[config.mk]
export PLATFORM = sky130hd
export DESIGN_NAME = cic_interpolator
export DESIGN_NICKNAME = d
export VERILOG_FILES = /design/src/rtl/cic_pkg.sv /design/src/rtl/cic_interp_comb.sv /design/src/rtl/cic_interpolator.sv
export SDC_FILE = /design/constraint.sdc
export NUM_CORES = 1
export LEC_CHECK = 0
export CAP_MARGIN = 20
export CORE_UTILIZATION = 60
export DETAILED_ROUTE_END_ITERATION = 8
export GPL_ROUTABILITY_DRIVEN = 0
export PLACE_DENSITY = 0.82
export SYNTH_ARGS = -nofsm -noshare
export SYNTH_HDL_FRONTEND = slang
export SYNTH_SLANG_ARGS = --single-unit
export TNS_END_PERCENT = 5
[constraint.sdc]
create_clock -name clk -period 7.2 [get_ports clk]
set_input_delay 1.08 -clock clk [delete_from_list [all_inputs] [get_ports clk]]
set_output_delay 1.08 -clock clk [all_outputs]
set_load 0.05 [all_outputs]
[src/rtl/cic_pkg.sv]
// cic_pkg -- shared helpers for the CIC interpolator slice.
//
// Contents:
//   CIC_MAX_W   widest intermediate value the narrowing helper handles
//   cic_growth  bit growth of an M-stage CIC with rate R and delay D
//   cic_narrow  reduce a sign-extended value to a signed width, either by
//               keeping the low bits (wrap) or by clamping to the signed range
package cic_pkg;

  localparam int CIC_MAX_W = 64;

  function automatic int cic_growth(input int r, input int d, input int m);
    return m * $clog2(r * d);
  endfunction

  // v must already be sign-extended to CIC_MAX_W bits. The result is again
  // sign-extended, so the caller simply keeps the low w bits.
  function automatic logic signed [CIC_MAX_W-1:0] cic_narrow(
    input logic signed [CIC_MAX_W-1:0] v,
    input int                          w,
    input logic                        sat
  );
    logic signed [CIC_MAX_W-1:0] one;
    logic signed [CIC_MAX_W-1:0] max_v;
    logic signed [CIC_MAX_W-1:0] min_v;
    logic signed [CIC_MAX_W-1:0] wrapped;
    one     = CIC_MAX_W'(1);
    max_v   = (one <<< (w - 1)) - one;
    min_v   = ~max_v;
    // Shift the kept field to the top, then back down arithmetically so
    // bit w-1 becomes the sign of the wrapped result.
    wrapped = (v <<< (CIC_MAX_W - w)) >>> (CIC_MAX_W - w);
    if (!sat) begin
      return wrapped;
    end else if (v > max_v) begin
      return max_v;
    end else if (v < min_v) begin
      return min_v;
    end else begin
      return v;
    end
  endfunction

endpackage

[src/rtl/cic_interp_comb.sv]
// cic_interp_comb -- one comb stage of the CIC interpolator.
//
// A D-deep delay line that only shifts on accepted low-rate samples, plus a
// subtractor: c_out = c_in - (c_in as it was D accepts ago). Arithmetic wraps
// at PRECISION bits, which the CIC structure relies on.
//
// Ports:
//   clk     clock
//   rst_n   synchronous active-low reset, clears the delay line
//   accept  advance the delay line this cycle
//   c_in    stage input  (PRECISION bits, two's complement)
//   c_out   stage output (PRECISION bits, two's complement), combinational
module cic_interp_comb
  import cic_pkg::*;
#(
  parameter int PRECISION = 14,
  parameter int D         = 1
) (
  input  logic                 clk,
  input  logic                 rst_n,
  input  logic                 accept,
  input  logic [PRECISION-1:0] c_in,
  output logic [PRECISION-1:0] c_out
);

  logic [PRECISION-1:0] delay_line [D];

  always_ff @(posedge clk) begin
    if (!rst_n) begin
      for (int i = 0; i < D; i++) begin
        delay_line[i] <= '0;
      end
    end else if (accept) begin
      delay_line[0] <= c_in;
      for (int i = 1; i < D; i++) begin
        delay_line[i] <= delay_line[i-1];
      end
    end
  end

  // Unsigned subtraction at PRECISION bits is the same two's-complement wrap.
  assign c_out = c_in - delay_line[D-1];

endmodule

[src/rtl/cic_interpolator.sv]
// cic_interpolator -- M-stage CIC interpolator by R with comb delay D.
//
// Low-rate samples enter through M comb stages, are zero-stuffed to the high
// rate, then pass through M registered integrators. One high-rate output is
// produced per step; a step happens every cycle of phases 1..R-1 and at
// phase 0 only when a new sample is accepted.
//
// Configuration macro:
//   CIC_INTERPOLATOR_SAT_EN  when defined the output is clamped to the signed
//                            Y_WIDTH range; otherwise the low bits are kept.
//
// Ports:
//   clk      clock
//   rst_n    synchronous active-low reset
//   enabled  global advance enable; low freezes all state and y
//   x        low-rate input sample, signed, X_WIDTH bits
//   x_valid  input sample present
//   x_ready  block can accept x this cycle (phase 0, enabled, not in reset)
//   y        high-rate output sample, signed, Y_WIDTH bits, registered
//   y_valid  y was updated by the previous step
module cic_interpolator
  import cic_pkg::*;
#(
  parameter int R         = 2,
  parameter int D         = 1,
  parameter int M         = 2,
  parameter int X_WIDTH   = 12,
  parameter int PRECISION = X_WIDTH + cic_growth(R, D, M),
  parameter int Y_WIDTH   = PRECISION,
  parameter int OUT_SHIFT = 0
) (
  input  logic               clk,
  input  logic               rst_n,
  input  logic               enabled,
  input  logic [X_WIDTH-1:0] x,
  input  logic               x_valid,
  output logic               x_ready,
  output logic [Y_WIDTH-1:0] y,
  output logic               y_valid
);

`ifdef CIC_INTERPOLATOR_SAT_EN
  localparam logic SAT_EN = 1'b1;
`else
  localparam logic SAT_EN = 1'b0;
`endif

  localparam int            PW         = (R > 1) ? $clog2(R) : 1;
  localparam logic [PW-1:0] PHASE_LAST = PW'(R - 1);

  logic [PW-1:0]                 phase;
  logic                          accept;
  logic                          step;
  logic [M:0][PRECISION-1:0]     comb_sig;
  logic [PRECISION-1:0]          int_in;
  logic [M-1:0][PRECISION-1:0]   acc;
  logic [M-1:0][PRECISION-1:0]   acc_next;
  logic signed [PRECISION-1:0]   acc_out_shifted;
  logic [Y_WIDTH-1:0]            y_next;

  // Holding off x_ready during reset keeps a sample from being lost to a
  // cycle that is about to clear the pipeline.
  assign x_ready = rst_n && enabled && (phase == '0);
  assign accept  = x_valid && x_ready;
  // Phase 0 without a sample is a stall, not a zero insertion.
  assign step    = enabled && ((phase != '0) || x_valid);

  always_ff @(posedge clk) begin
    if (!rst_n) begin
      phase <= '0;
    end else if (step) begin
      phase <= (phase == PHASE_LAST) ? '0 : phase + 1'b1;
    end
  end

  assign comb_sig[0] = PRECISION'($signed(x));

  for (genvar i = 0; i < M; i++) begin : g_comb
    cic_interp_comb #(
      .PRECISION (PRECISION),
      .D         (D)
    ) u_comb (
      .clk    (clk),
      .rst_n  (rst_n),
      .accept (accept),
      .c_in   (comb_sig[i]),
      .c_out  (comb_sig[i+1])
    );
  end

  // Zero-stuffing: only the accepting step carries comb output.
  assign int_in = accept ? comb_sig[M] : '0;

  for (genvar i = 0; i < M; i++) begin : g_integ
    if (i == 0) begin : g_first
      assign acc_next[i] = acc[i] + int_in;
    end else begin : g_rest
      assign acc_next[i] = acc[i] + acc[i-1];
    end
  end

  always_ff @(posedge clk) begin
    if (!rst_n) begin
      acc <= '0;
    end else if (step) begin
      acc <= acc_next;
    end
  end

  // y follows the last integrator's post-step value, so it updates on the
  // same edge as the integrators.
  assign acc_out_shifted = $signed(acc_next[M-1]) >>> OUT_SHIFT;

  always_comb begin
    y_next = Y_WIDTH'(cic_narrow(CIC_MAX_W'(acc_out_shifted), Y_WIDTH, SAT_EN));
  end

  always_ff @(posedge clk) begin
    if (!rst_n) begin
      y       <= '0;
      y_valid <= 1'b0;
    end else begin
      y_valid <= step;
      if (step) begin
        y <= y_next;
      end
    end
  end

endmodule

Word level (Yosys, flattened, before mapping)
Memory sizes are Yosys's and may differ from the RTL's.
Cells that the tools add are included.

storage, ports and cells
  flip-flop bits (word level) = 30
  memory bits (writable) = 28
  bits of input ports = 16
  output and inout bits = 16
  logic and storage cells = 29
  memories kept = 2

memory list
  memory                       words  bits a word  read ports  clocked after memory_dff  wr ports  RTL line               RTL
  g_comb[0].u_comb.delay_line  1      14           1           0                         1         cic_interp_comb.sv:26  logic [PRECISION-1:0] delay_line [D];
  g_comb[1].u_comb.delay_line  1      14           1           0                         1         cic_interp_comb.sv:26

cells by class
  $add $sub $neg = 5
  multiplexer cells = 10
  bitwise operators = 1
  reductions and logical operators = 7

operator list
  operator                            number
  two-way mux 14 bit                  3
  adder 14 bit                        2
  OR reduction 14 bit                 2
  subtractor 14 bit                   2
  two-way mux 1 bit                   7
  logical AND 1 bit                   4
  adder 1 bit, second input constant  1
  logical OR 1 bit                    1
  inverter 1 bit                      1

Depth between registers and ports, before layout
  depth in word-level cells = 8
  mapped depth = 26
  mapped depth without buffers = 26

Hierarchy
Synthesis repeated with hierarchy kept, for this count alone.

unflattened totals
  cells, all modules = 599
  area, all modules = 5032.3 µm²

modules (own cells, without submodules)
  module                              instances  cells an instance  area each (µm²)  seq. area each (µm²)
  cic_interpolator                    1          315                2493.6           600.6
  cic_interp_comb (g_comb[0].u_comb)  1          145                1280.0           420.4
  cic_interp_comb (g_comb[1].u_comb)  1          139                1258.7           420.4

Least setup slack after synthesis
No wires, ideal clock.

  path type = input-to-reg
  from = input port x[0]
  to = register acc[13] (netlist bit)
  setup time = 72 ps
  arrival time = 5346 ps
  data required time = 7128 ps
  path slack = 1782 ps
  cell stages on the path = 24
  buffers on the path = 0
  cells stage by stage = inv_1 > ha_1 > fa_1 > nor2b_1 > o21ai_0 > a21oi_1 > o21ai_0 > a21boi_0 > o21ai_0 > a21oi_1 > o31a_1 > nor2_1 > ha_1 > or3_1 > a2111oi_1 > o21ai_0 > a21oi_1 > ha_1 > or2_2 > a21oi_1 > a21oi_1 > a21oi_1 > nand2b_1 > mux2i_1

RTL lines
  element               RTL line                 RTL
  from (decl)           cic_interpolator.sv:35   input logic [X_WIDTH-1:0] x,
  to (signal assigned)  cic_interpolator.sv:106  acc <= acc_next;
  to (decl)             cic_interpolator.sv:56   logic [M-1:0][PRECISION-1:0] acc;

==> impl_metrics.ini <==
[yosys]
ys_types = 55
synth.net_count = 598
ys_seq_area_frac = 0.313
async_reset_ff_frac = 0
synthFlopType = dfxtp_1
ys.warnings.count = 0
synthesis.area_um2 = 4420
yosys-top-cells-area = edfxtp_1 18%, ha_1 14%, dfxtp_1 14%
yosys.area.top_type_share = 0.177
synth.largest_area_cell = edfxtp_1
synth_edf_count = 26
syn_avg_cell_area_um2 = 8.38
ys_ff_latch = 56
synthCells = 527

[global_routing]
track_usage = 0.238
grt_max_degree = 32
gr-total-overflow = 0
grt_pass1_vias = 3398
grt_pass1_wl_mm = 14.7
antenna_found_initial = 0

[cts]
clk_latency_ns = 0.31
h-tree-depth = 2
clkTransAtPathRegs_ns = 0.10
cts.sinks = 56
cts_tree = built
hold_buffers = 0
clk_root_buffer_cell = clkbuf_8
ctsResizeCount = 0
cts-buffers-inserted = 5
clk_path_buf_depth = 2
post-cts-setup-buffers = 0

[power_and_ir_drop]
p_leak_nw = 2.05
power_density_nw_per_um2 = 168
ir_drop_mv = 0.0954

[setup_path]
cpPeakStageDelay_ns = 0.49
worstPathArrival_ns = 6.59
cpMostUsedCell = a21oi_1
worstSetupPathDepth = 25
start_kind = input port
cp_data_required_time_ns = 7.45
reg2reg_slack_ns = 1.74
critPathCaptureType = flip-flop
crit_buf_inv = 2
slowest_stage = a2111oi_1
worstReg2RegEnd = acc[13]
crit_fanout = 5
critPathTopFamily = compound AO/OA/AOI/OAI gates
cp-startpoint = x[0]
crit_type = in -> reg
r2r_cells = 23
reg2reg_from = g_comb[0].u_comb.delay_line[0][0]

[timing]
setup_ws_ns = 0.858
setup_viol = 0
final.period_utilization = 0.881
final.setup.tns_ns = 0
rsz0062_at_grt = false
worstMarginPinSlew_ns = 0.909
fin_crit_ns = 6.34
finClkSkew_ns = 0.00520
final_hold_viol_count = 0
fmax_ghz = 0.158
slew_viol_final = 0
slew-limit-headroom = 0.394

[floorplanning]
die_h_um = 87.8
die_w_um = 87.8
core_area_um2 = 6940
start_util = 0.636
num_io_pins = 32
die-area_um2 = 7710
rows = 30

[drt]
drc = 0
drt-wirelength-per-cell_um = 13.4
drtPass1Iterations = 4
antenna_left = 0
dr.first_iter.drc_count = 171
vias_per_cell = 5.69
totalWireLength_mm = 8.57
vias = 3633

[placed_design]
hpwlAfterDp_mm = 6.40
dp_cells = 629
io_buffers = 31
place_ws_ns = 0.656

[layout]
fillers = 569
drive_gt1_frac = 0.0351
finalNetCount = 612
layoutNonFillerInstCount = 638
syn_to_final_growth_pct = 9.40
n_antenna_cell = 0

[worst_hold_path]
min_path_type = reg -> reg
hold_path_startpoint = y[11]
whs_path_depth = 2
holdPathEnd = y[11]

[flow_run]
maxCapViolations = 0

[outcome]
status = finished clean
cells in the mapped netlist (all sizes together) (6+ instances only):
cell and instances:
o21ai 29, edfxtp 26, xor2 6, and2 13, a21oi 43, nor2 35, inv 50, a21boi 7
nand2 54, xnor2 18, nand2b 7, nor2b 9, buf 16, o31ai 6, nand3b 6, o21a 11
and3 13, clkbuf 12, ha 51, or3 6, dfxtp 30, nand3 9, nor3 17
worst max-delay path by stage:
| stage | end | slack (ns) |
|---|---|---|
| detailed placement | acc[13] | 0.66 |
| floorplan | acc[13] | 1.78 |
| finish | acc[13] | 0.86 |
| CTS | acc[13] | 0.92 |
| global placement | acc[13] | 0.97 |
| global route | acc[13] | 0.37 |
layout by cell type, fill, tap and decap left out, drive strengths merged, types with 4 or more instances in the layout:
master | Yosys | layout
nand2 | 54 | 54
inv | 50 | 51
ha | 51 | 51
a21oi | 43 | 43
nor2 | 35 | 35
clkdlybuf4s50 | 0 | 31
dfxtp | 30 | 30
o21ai | 29 | 29
edfxtp | 26 | 26
xnor2 | 18 | 18
nor3 | 17 | 17
and2 | 13 | 13
and3 | 13 | 13
o21a | 11 | 11
nand3 | 9 | 9
nor2b | 9 | 9
nand2b | 7 | 7
a21boi | 7 | 7
clkbuf | 12 | 7
o31ai | 6 | 6
xor2 | 6 | 6
or3 | 6 | 6
nand3b | 6 | 6
a21o | 5 | 5
a211oi | 4 | 4
fa | 4 | 4
o211ai | 4 | 4
buf | 16 | 4
cell type report:
class                   instances  area, um^2  area share
clock buffers                   7        86.3      0.0179
clock inverters                 1        3.75    0.000777
inverters                      51         191      0.0396
multi-input cells             392        2690       0.557
flip-flops and latches         56        1380       0.286
well taps                      96         120      0.0249
repair buffers                 35         360      0.0746
state kept, by name, indices dropped and copies added, names as in the netlist:
name and cells:
g_comb.u_comb.delay_line 26, acc 14, y 14, phase 1, y_valid 1
layer usage:
metal	wire length (um)	global-route usage
met4	95	0.0626
met1	4060	0.309
met5	0	0
met2	4180	0.416
met3	232	0.0311
stage by stage:
step	hold slack, ns	cell area [um^2]	power (W)	utilization
2_1_floorplan	0.450	4420	0.000573	-
3_3_place_gp	0.461	4720	0.000620	0.679
3_5_place_dp	0.466	4720	0.000629	0.679
4_1_cts	0.480	4810	0.000812	0.692
5_1_grt	0.507	4830	0.000859	0.696
6_report	0.480	4830	0.000810	0.696
worst min-delay path, cell delays in order, from the launching register on:
cell,delay (ns)
dfxtp_1,0.33
nand2_1,0.06
a21oi_1,0.05
where the power goes:
part | switching (W) | internal, W | leakage [nW]
clock network | 0.000105 | 0.0000775 | 0.0496
logic | 0.000154 | 0.000117 | 1.49
registers | 0.00000755 | 0.000348 | 0.514
cells by family (layout without fill, tap and decap cells):
group                    Yosys count  count (layout)  synth area share
AO/OA/AOI/OAI                    127             127             0.182
multiplexers                       4               4           0.00935
adder cells (fa/ha/maj)           55              55             0.163
XOR/XNOR                          24              24            0.0476
buffers and inverters             79              94            0.0793
AND/OR/NAND/NOR                  182             182             0.206
flip-flops                        56              56             0.313
Note: power is estimated with default switching activity, not from simulation.
==> RTL edit 1: new RTL, config.mk and constraints unchanged <==
`SAT_EN`: 1'b0 -> 1'b1.
--- a/src/rtl/cic_interpolator.sv
+++ b/src/rtl/cic_interpolator.sv
@@ -44,3 +44,3 @@
 `else
-  localparam logic SAT_EN = 1'b0;
+  localparam logic SAT_EN = 1'b1;
 `endif
Function: same outputs for any inputs over 4 cycles, from zero or initial values and one cycle with rst_n low; that may be too few to reach the edited logic, so the function may still have changed.
==> RTL edit 1 against the unedited design <==
  * Setup slack better by 530 ps
  * Power grew 27%
  * Via count rose by 9.6%
  * Sequential power is 23% higher
  * Critical path depth decreased by 2
  * First-iteration DRC count grew 37%
  * Wire length up 16%
  * Non-clock buffer count up 1
  * Final cell count up 8.6%
  * Area after synthesis up 9.1%
  * Design area increased by 13%
  * Sequential cell count is 14 higher
  * Highest routed layer unchanged
==> RTL edit 1: results (changes against the unedited design) <==
Synth cell types: 59 (was 55)
outcome: completed (unchanged)
HPWL after DPL: 7.376 mm (was 6.401 mm)
biggest regs: acc: 28 flops, g_comb.u_comb.delay_line: 26 flops, y: 14 flops (was g_comb.u_comb.delay_line: 26 flops, acc: 14 flops, y: 14 flops)
Total Routing Usage GR: 0.2489 (was 0.2378)
sw frac: 0.3306 (was 0.3295)
post-synthesis sequential area ratio: 0.3447 (was 0.3127)
Layout Nets: 657 (was 612)
syn nets: 624 (was 598)
Leak: 2.449 nW (was 2.051 nW)
Place WS: 1154 ps (was 655.7 ps)
worst-path maximum fanout: 6 (was 5)
placed inst area: 5240 um^2 (was 4716 um^2)
top cells by area, synth: dfxtp_1 (18%), edfxtp_1 (16%), ha_1 (13%) (was edfxtp_1 (18%), ha_1 (14%), dfxtp_1 (14%))
drt first pass iters: 5 (was 4)
crit path capture: acc[12] (was acc[13])
Arrival @ worst endpoint: 6060 ps (was 6590 ps)
largest net degree at the start of global routing: 35 (was 32)
vias in the first global route: 3,755 (was 3,398)
most common library cells after synthesis: nand2_1 (74), ha_1 (51), inv_1 (49) (was nand2_1 (54), ha_1 (51), inv_1 (50))
Final Non-Filler Cells: 693 (was 638)
Peak VDD IR: 0.1350 mV (was 0.09544 mV)
Avg WL per Cell: 14.30 um (was 13.43 um)
first-pass GRT wire length: 16.77 mm (was 14.73 mm)
share of cells above drive strength 1: 0.05922 (was 0.03506)
slowest stage cell, crit path: or4_1 (was a2111oi_1)
Max stage delay on crit path: 510 ps (was 490 ps)
vias per cell: 5.743 (was 5.694)
Hold Path Class: flip-flop to flip-flop (unchanged)
DP Cell Count: 676 (was 629)
Synth Area per Inst: 8.718 um^2 (was 8.383 um^2)
R2R depth: 21 (was 23)
worst rel slew slack: 0.5630 (was 0.3942)
TritonCTS buffer count: 9 (was 5)
flop-to-flop setup slack: 2230 ps (was 1740 ps)
fin crit share: 0.8079 (was 0.8808)
RTL edit 1: cell count changes after synthesis, sizes merged, moves of 6 or more:
cell	before	now
and2	13	20
nand3	9	3
o21bai	0	6
a21boi	7	22
nand2	54	75
a21oi	43	26
xor2	6	13
a21o	5	11
dfxtp	30	44
buf	16	0
RTL edit 1: power by group through the flow:
| stage | clock network, mW | registers (mW) | logic [mW] |
|---|---|---|---|
| 2_1_floorplan | 0 | 0.450 | 0.222 |
| 3_3_place_gp | 0 | 0.445 | 0.285 |
| 3_5_place_dp | 0 | 0.446 | 0.295 |
| 4_1_cts | 0.296 | 0.437 | 0.298 |
| 5_1_grt | 0.314 | 0.438 | 0.333 |
| 6_report | 0.291 | 0.437 | 0.303 |
RTL edit 1: worst min-delay path, delay by kind of cell, from the launching register on:
family	cells	cell delay, ps
and+or+nand+nor	2	90
DFF	1	320
RTL edit 1: worst min-delay path by stage:
stage / startpoint / endpoint / slack [ps] / depth (start not counted)
final: y[8] / y[8] / 450 / 2
after global routing: y[11] / y[11] / 480 / 2
after CTS: y[8] / y[8] / 450 / 2
after detailed placement: y[10] / y[10] / 430 / 2
after global placement: y[7] / y[7] / 430 / 2
after floorplan: acc[21] / acc[21] / 430 / 2
RTL edit 1: cell families after synthesis:
kind of cell / Yosys count / share of synthesized area
buffers and inverters: 65 / 0.05087
DFF: 70 / 0.3447
xor gates and xnor gates: 29 / 0.05269
muxes: 7 / 0.01453
AOI/OAI and AO/OA: 132 / 0.1928
and+or+nand+nor: 195 / 0.1954
adders and majority gates: 55 / 0.1490
RTL edit 1: layout make-up:
cell class | instances | area [um^2]
clock buffer | 11 | 141.4
fill | 615 | 2325
sequential | 70 | 1662
inverter | 51 | 192.7
tap | 102 | 127.6
timing repair buffer | 36 | 367.9
clock inverter | 5 | 33.78
multi-input combinational | 418 | 2918
RTL edit 1: layer usage:
metal	part of all wire	wire length, um	GRT usage	vias to the layer above
met5	0	0	0	-
met4	0.015	146	0.08333	0
met2	0.48	4789	0.4085	67
met1	0.46	4530	0.3284	1909
met3	0.044	440	0.04892	14
li1	-	-	-	1990
==> RTL edit 2: new RTL, config.mk and constraints unchanged <==
Without the edit above. Make the reset (`rst_n`) asynchronous in 4 clocked blocks. Comments in the files are not updated.
--- a/src/rtl/cic_interp_comb.sv
+++ b/src/rtl/cic_interp_comb.sv
@@ -27,3 +27,3 @@
 
-  always_ff @(posedge clk) begin
+  always_ff @(posedge clk or negedge rst_n) begin
     if (!rst_n) begin
--- a/src/rtl/cic_interpolator.sv
+++ b/src/rtl/cic_interpolator.sv
@@ -67,3 +67,3 @@
 
-  always_ff @(posedge clk) begin
+  always_ff @(posedge clk or negedge rst_n) begin
     if (!rst_n) begin
@@ -101,3 +101,3 @@
 
-  always_ff @(posedge clk) begin
+  always_ff @(posedge clk or negedge rst_n) begin
     if (!rst_n) begin
@@ -117,3 +117,3 @@
 
-  always_ff @(posedge clk) begin
+  always_ff @(posedge clk or negedge rst_n) begin
     if (!rst_n) begin
Formal check against the unedited RTL: differs if rst_n is asserted again (counterexample within 4 cycles, from zero or initial values and one cycle with rst_n low); with rst_n held inactive, the same outputs for 4 cycles.
==> RTL edit 2 against the unedited design <==
  * Clock skew up 1.4 ps
  * Highest routed layer unchanged
  * Global-route usage down 1.0 points
  * Register-to-register slack better by 750 ps
  * Critical endpoint is now acc[13]
  * Area after synthesis up 0.88%
  * Non-clock buffer count down 2
  * First-iteration DRC count up 0.58%
  * Critical path type unchanged
  * Critical path depth unchanged
  * Sequential cell count down 1
  * Design area about the same
  * Sequential share of layout area down 0.12 points
  * Wire length down 1.3%
  * Setup slack better by 760 ps
Power is not compared: it rests on default switching activity, and its combinational part moved more than twofold at a synthesized area within 25%.
==> RTL edit 2: results (changes against the unedited design) <==
worst rel slew slack: 0.4149 (was 0.3942)
Fin Clk Skew: 6.579 ps (was 5.202 ps)
post-cts sizing count: 0 (unchanged)
setup tns final: 0 ps (unchanged)
postcts setup bufs: 0 (unchanged)
Leak: 2.314 nW
post-synthesis sequential area ratio: 0.3088 (was 0.3127)
Total Routing Usage GR: 0.2274 (was 0.2378)
most common library cells after synthesis: nand2_1 (69), o21ai_0 (60), dfrtp_1 (55) (was nand2_1 (54), ha_1 (51), inv_1 (50))
drt first pass iters: 4 (unchanged)
Post-synth top flop: dfrtp_1 (was dfxtp_1)
routed vias: 3,638 (was 3,633)
share of cells above drive strength 1: 0.04299 (was 0.03506)
largest net degree at the start of global routing: 57 (was 32)
Place WS: 1381 ps (was 655.7 ps)
Async S/R FF share, synth: 1.000 (was 0)
# diodes: 0 (unchanged)
syn nets: 591 (was 598)
CTS root buffer: clkbuf_8 (unchanged)
first-pass GRT wire length: 14.23 mm (was 14.73 mm)
Hold Path Class: flip-flop to flip-flop (unchanged)
CTS Hold Buffers Added: 0 (unchanged)
CTS max path bufs: 2 (unchanged)
slowest stage cell, crit path: clkdlybuf4s50_1 (was a2111oi_1)
TritonCTS buffer count: 5 (unchanged)
biggest regs: acc: 28 flops, g_comb.u_comb.delay_line: 25 flops (was g_comb.u_comb.delay_line: 26 flops, acc: 14 flops, y: 14 flops)
top cells by area, synth: dfrtp_1 (31%), ha_1 (14%), o21ai_0 (6.7%) (was edfxtp_1 (18%), ha_1 (14%), dfxtp_1 (14%))
HPWL after DPL: 6.317 mm (was 6.401 mm)
Layout Nets: 605 (was 612)
outcome: completed (unchanged)
Max stage delay on crit path: 450 ps (was 490 ps)
Arrival @ worst endpoint: 5780 ps (was 6590 ps)
port bufs: 31 (unchanged)
antenna violations before repair: 0 (unchanged)
vias in the first global route: 3,342 (was 3,398)
Clock Latency Late Sink: 310 ps (about the same)
fill count: 628 (was 569)
Clk pin slew, worst setup/hold paths: 100 ps (about the same)
Synth cell types: 56 (was 55)
H-tree depth: 2 (unchanged)
Iteration-0 DRC Markers: 172 (was 171)
Peak VDD IR: 0.2114 mV
sw frac: 0.4732
Synth Warn #: 0 (unchanged)
worst-path maximum fanout: 5 (unchanged)
Avg WL per Cell: 13.34 um (was 13.43 um)
-- RTL edit 2: cell count changes after synthesis, sizes merged, moves of 11 or more --
| cell | change |
|---|---|
| o21ai | +37 |
| and2 | -11 |
| edfxtp | -26 |
| dfxtp | -30 |
| dfrtp | +55 |
| inv | -13 |
| nand2 | +15 |
| a21oi | -19 |
-- RTL edit 2: final timing paths --
kind                                           startpoint                              to  slack, ps  cells after the start
max reg2reg                g_comb[0].u_comb.delay_line[0]                         acc[13]       2490                     23
max                                                  x[0]                         acc[13]       1620                     25
max in group asynchronous                           rst_n  g_comb[1].u_comb.delay_line[2]       5810                      2
min reg2reg                                       acc[27]                         acc[27]        470                      1
min                                               acc[27]                         acc[27]        470                      1
min in group asynchronous                           rst_n                         acc[27]        890                      2
-- RTL edit 2: worst max-delay path, delay by kind of cell --
kind	cells	cell delay, ps
fa+ha+maj	4	1140
buf+inv	2	500
simple gates	7	1070
xor+xnor	3	420
mux	1	90
compound gates	8	1470
-- RTL edit 2: routing by layer --
layer  global-route usage  vias up  share of wire  wire (um)
met5                    0        -              0          0
met1               0.2957     1721           0.47       3945
met2               0.3993       53           0.49       4156
met4              0.06012        0          0.011         93
li1                     -     1853              -          -
met3              0.02828       11          0.031        262
-- RTL edit 2: area by class of cell --
cell class,instances,area [um^2],area share
multi-input combinational,401,2791,0.5772
sequential,55,1376,0.2846
timing repair buffer,33,320.3,0.06624
inverter,38,142.6,0.02950
tap,99,123.9,0.02561
clock buffer,7,76.32,0.01578
clock inverter,1,5.005,0.001035
-- RTL edit 2: power groups by stage --
| stage | Clock, mW | Combinational, mW | Sequential [mW] |
|---|---|---|---|
| CTS | 0.175 | 1.34 | 0.508 |
| detailed placement | 0 | 1.33 | 0.516 |
| global placement | 0 | 1.28 | 0.510 |
| floorplan | 0 | 1.12 | 0.492 |
| global route | 0.184 | 1.50 | 0.523 |
| finish | 0.171 | 1.34 | 0.507 |
-- RTL edit 2: cells by family (layout without fill, tap and decap cells) --
family / after synthesis / after routing / synth area share
buf+inv: 64 / 79 / 0.06569
compound gates: 158 / 158 / 0.2266
flops: 55 / 55 / 0.3088
xor+xnor: 31 / 31 / 0.06092
fa+ha+maj: 55 / 55 / 0.1611
simple gates: 148 / 148 / 0.1550
mux: 9 / 9 / 0.02190
-- RTL edit 2: through the flow --
stage            util  hold WS [ps]  area, um^2  cells  power (mW)
6_report       0.6703         473.1        4836    634       2.020
5_1_grt        0.6703         484.9        4836    634       2.203
3_3_place_gp   0.6590         456.5        4755    626       1.788
3_5_place_dp   0.6590         460.6        4755    626       1.848
2_1_floorplan       -         442.8        4457    520       1.608
4_1_cts        0.6703         478.2        4836    634       2.026
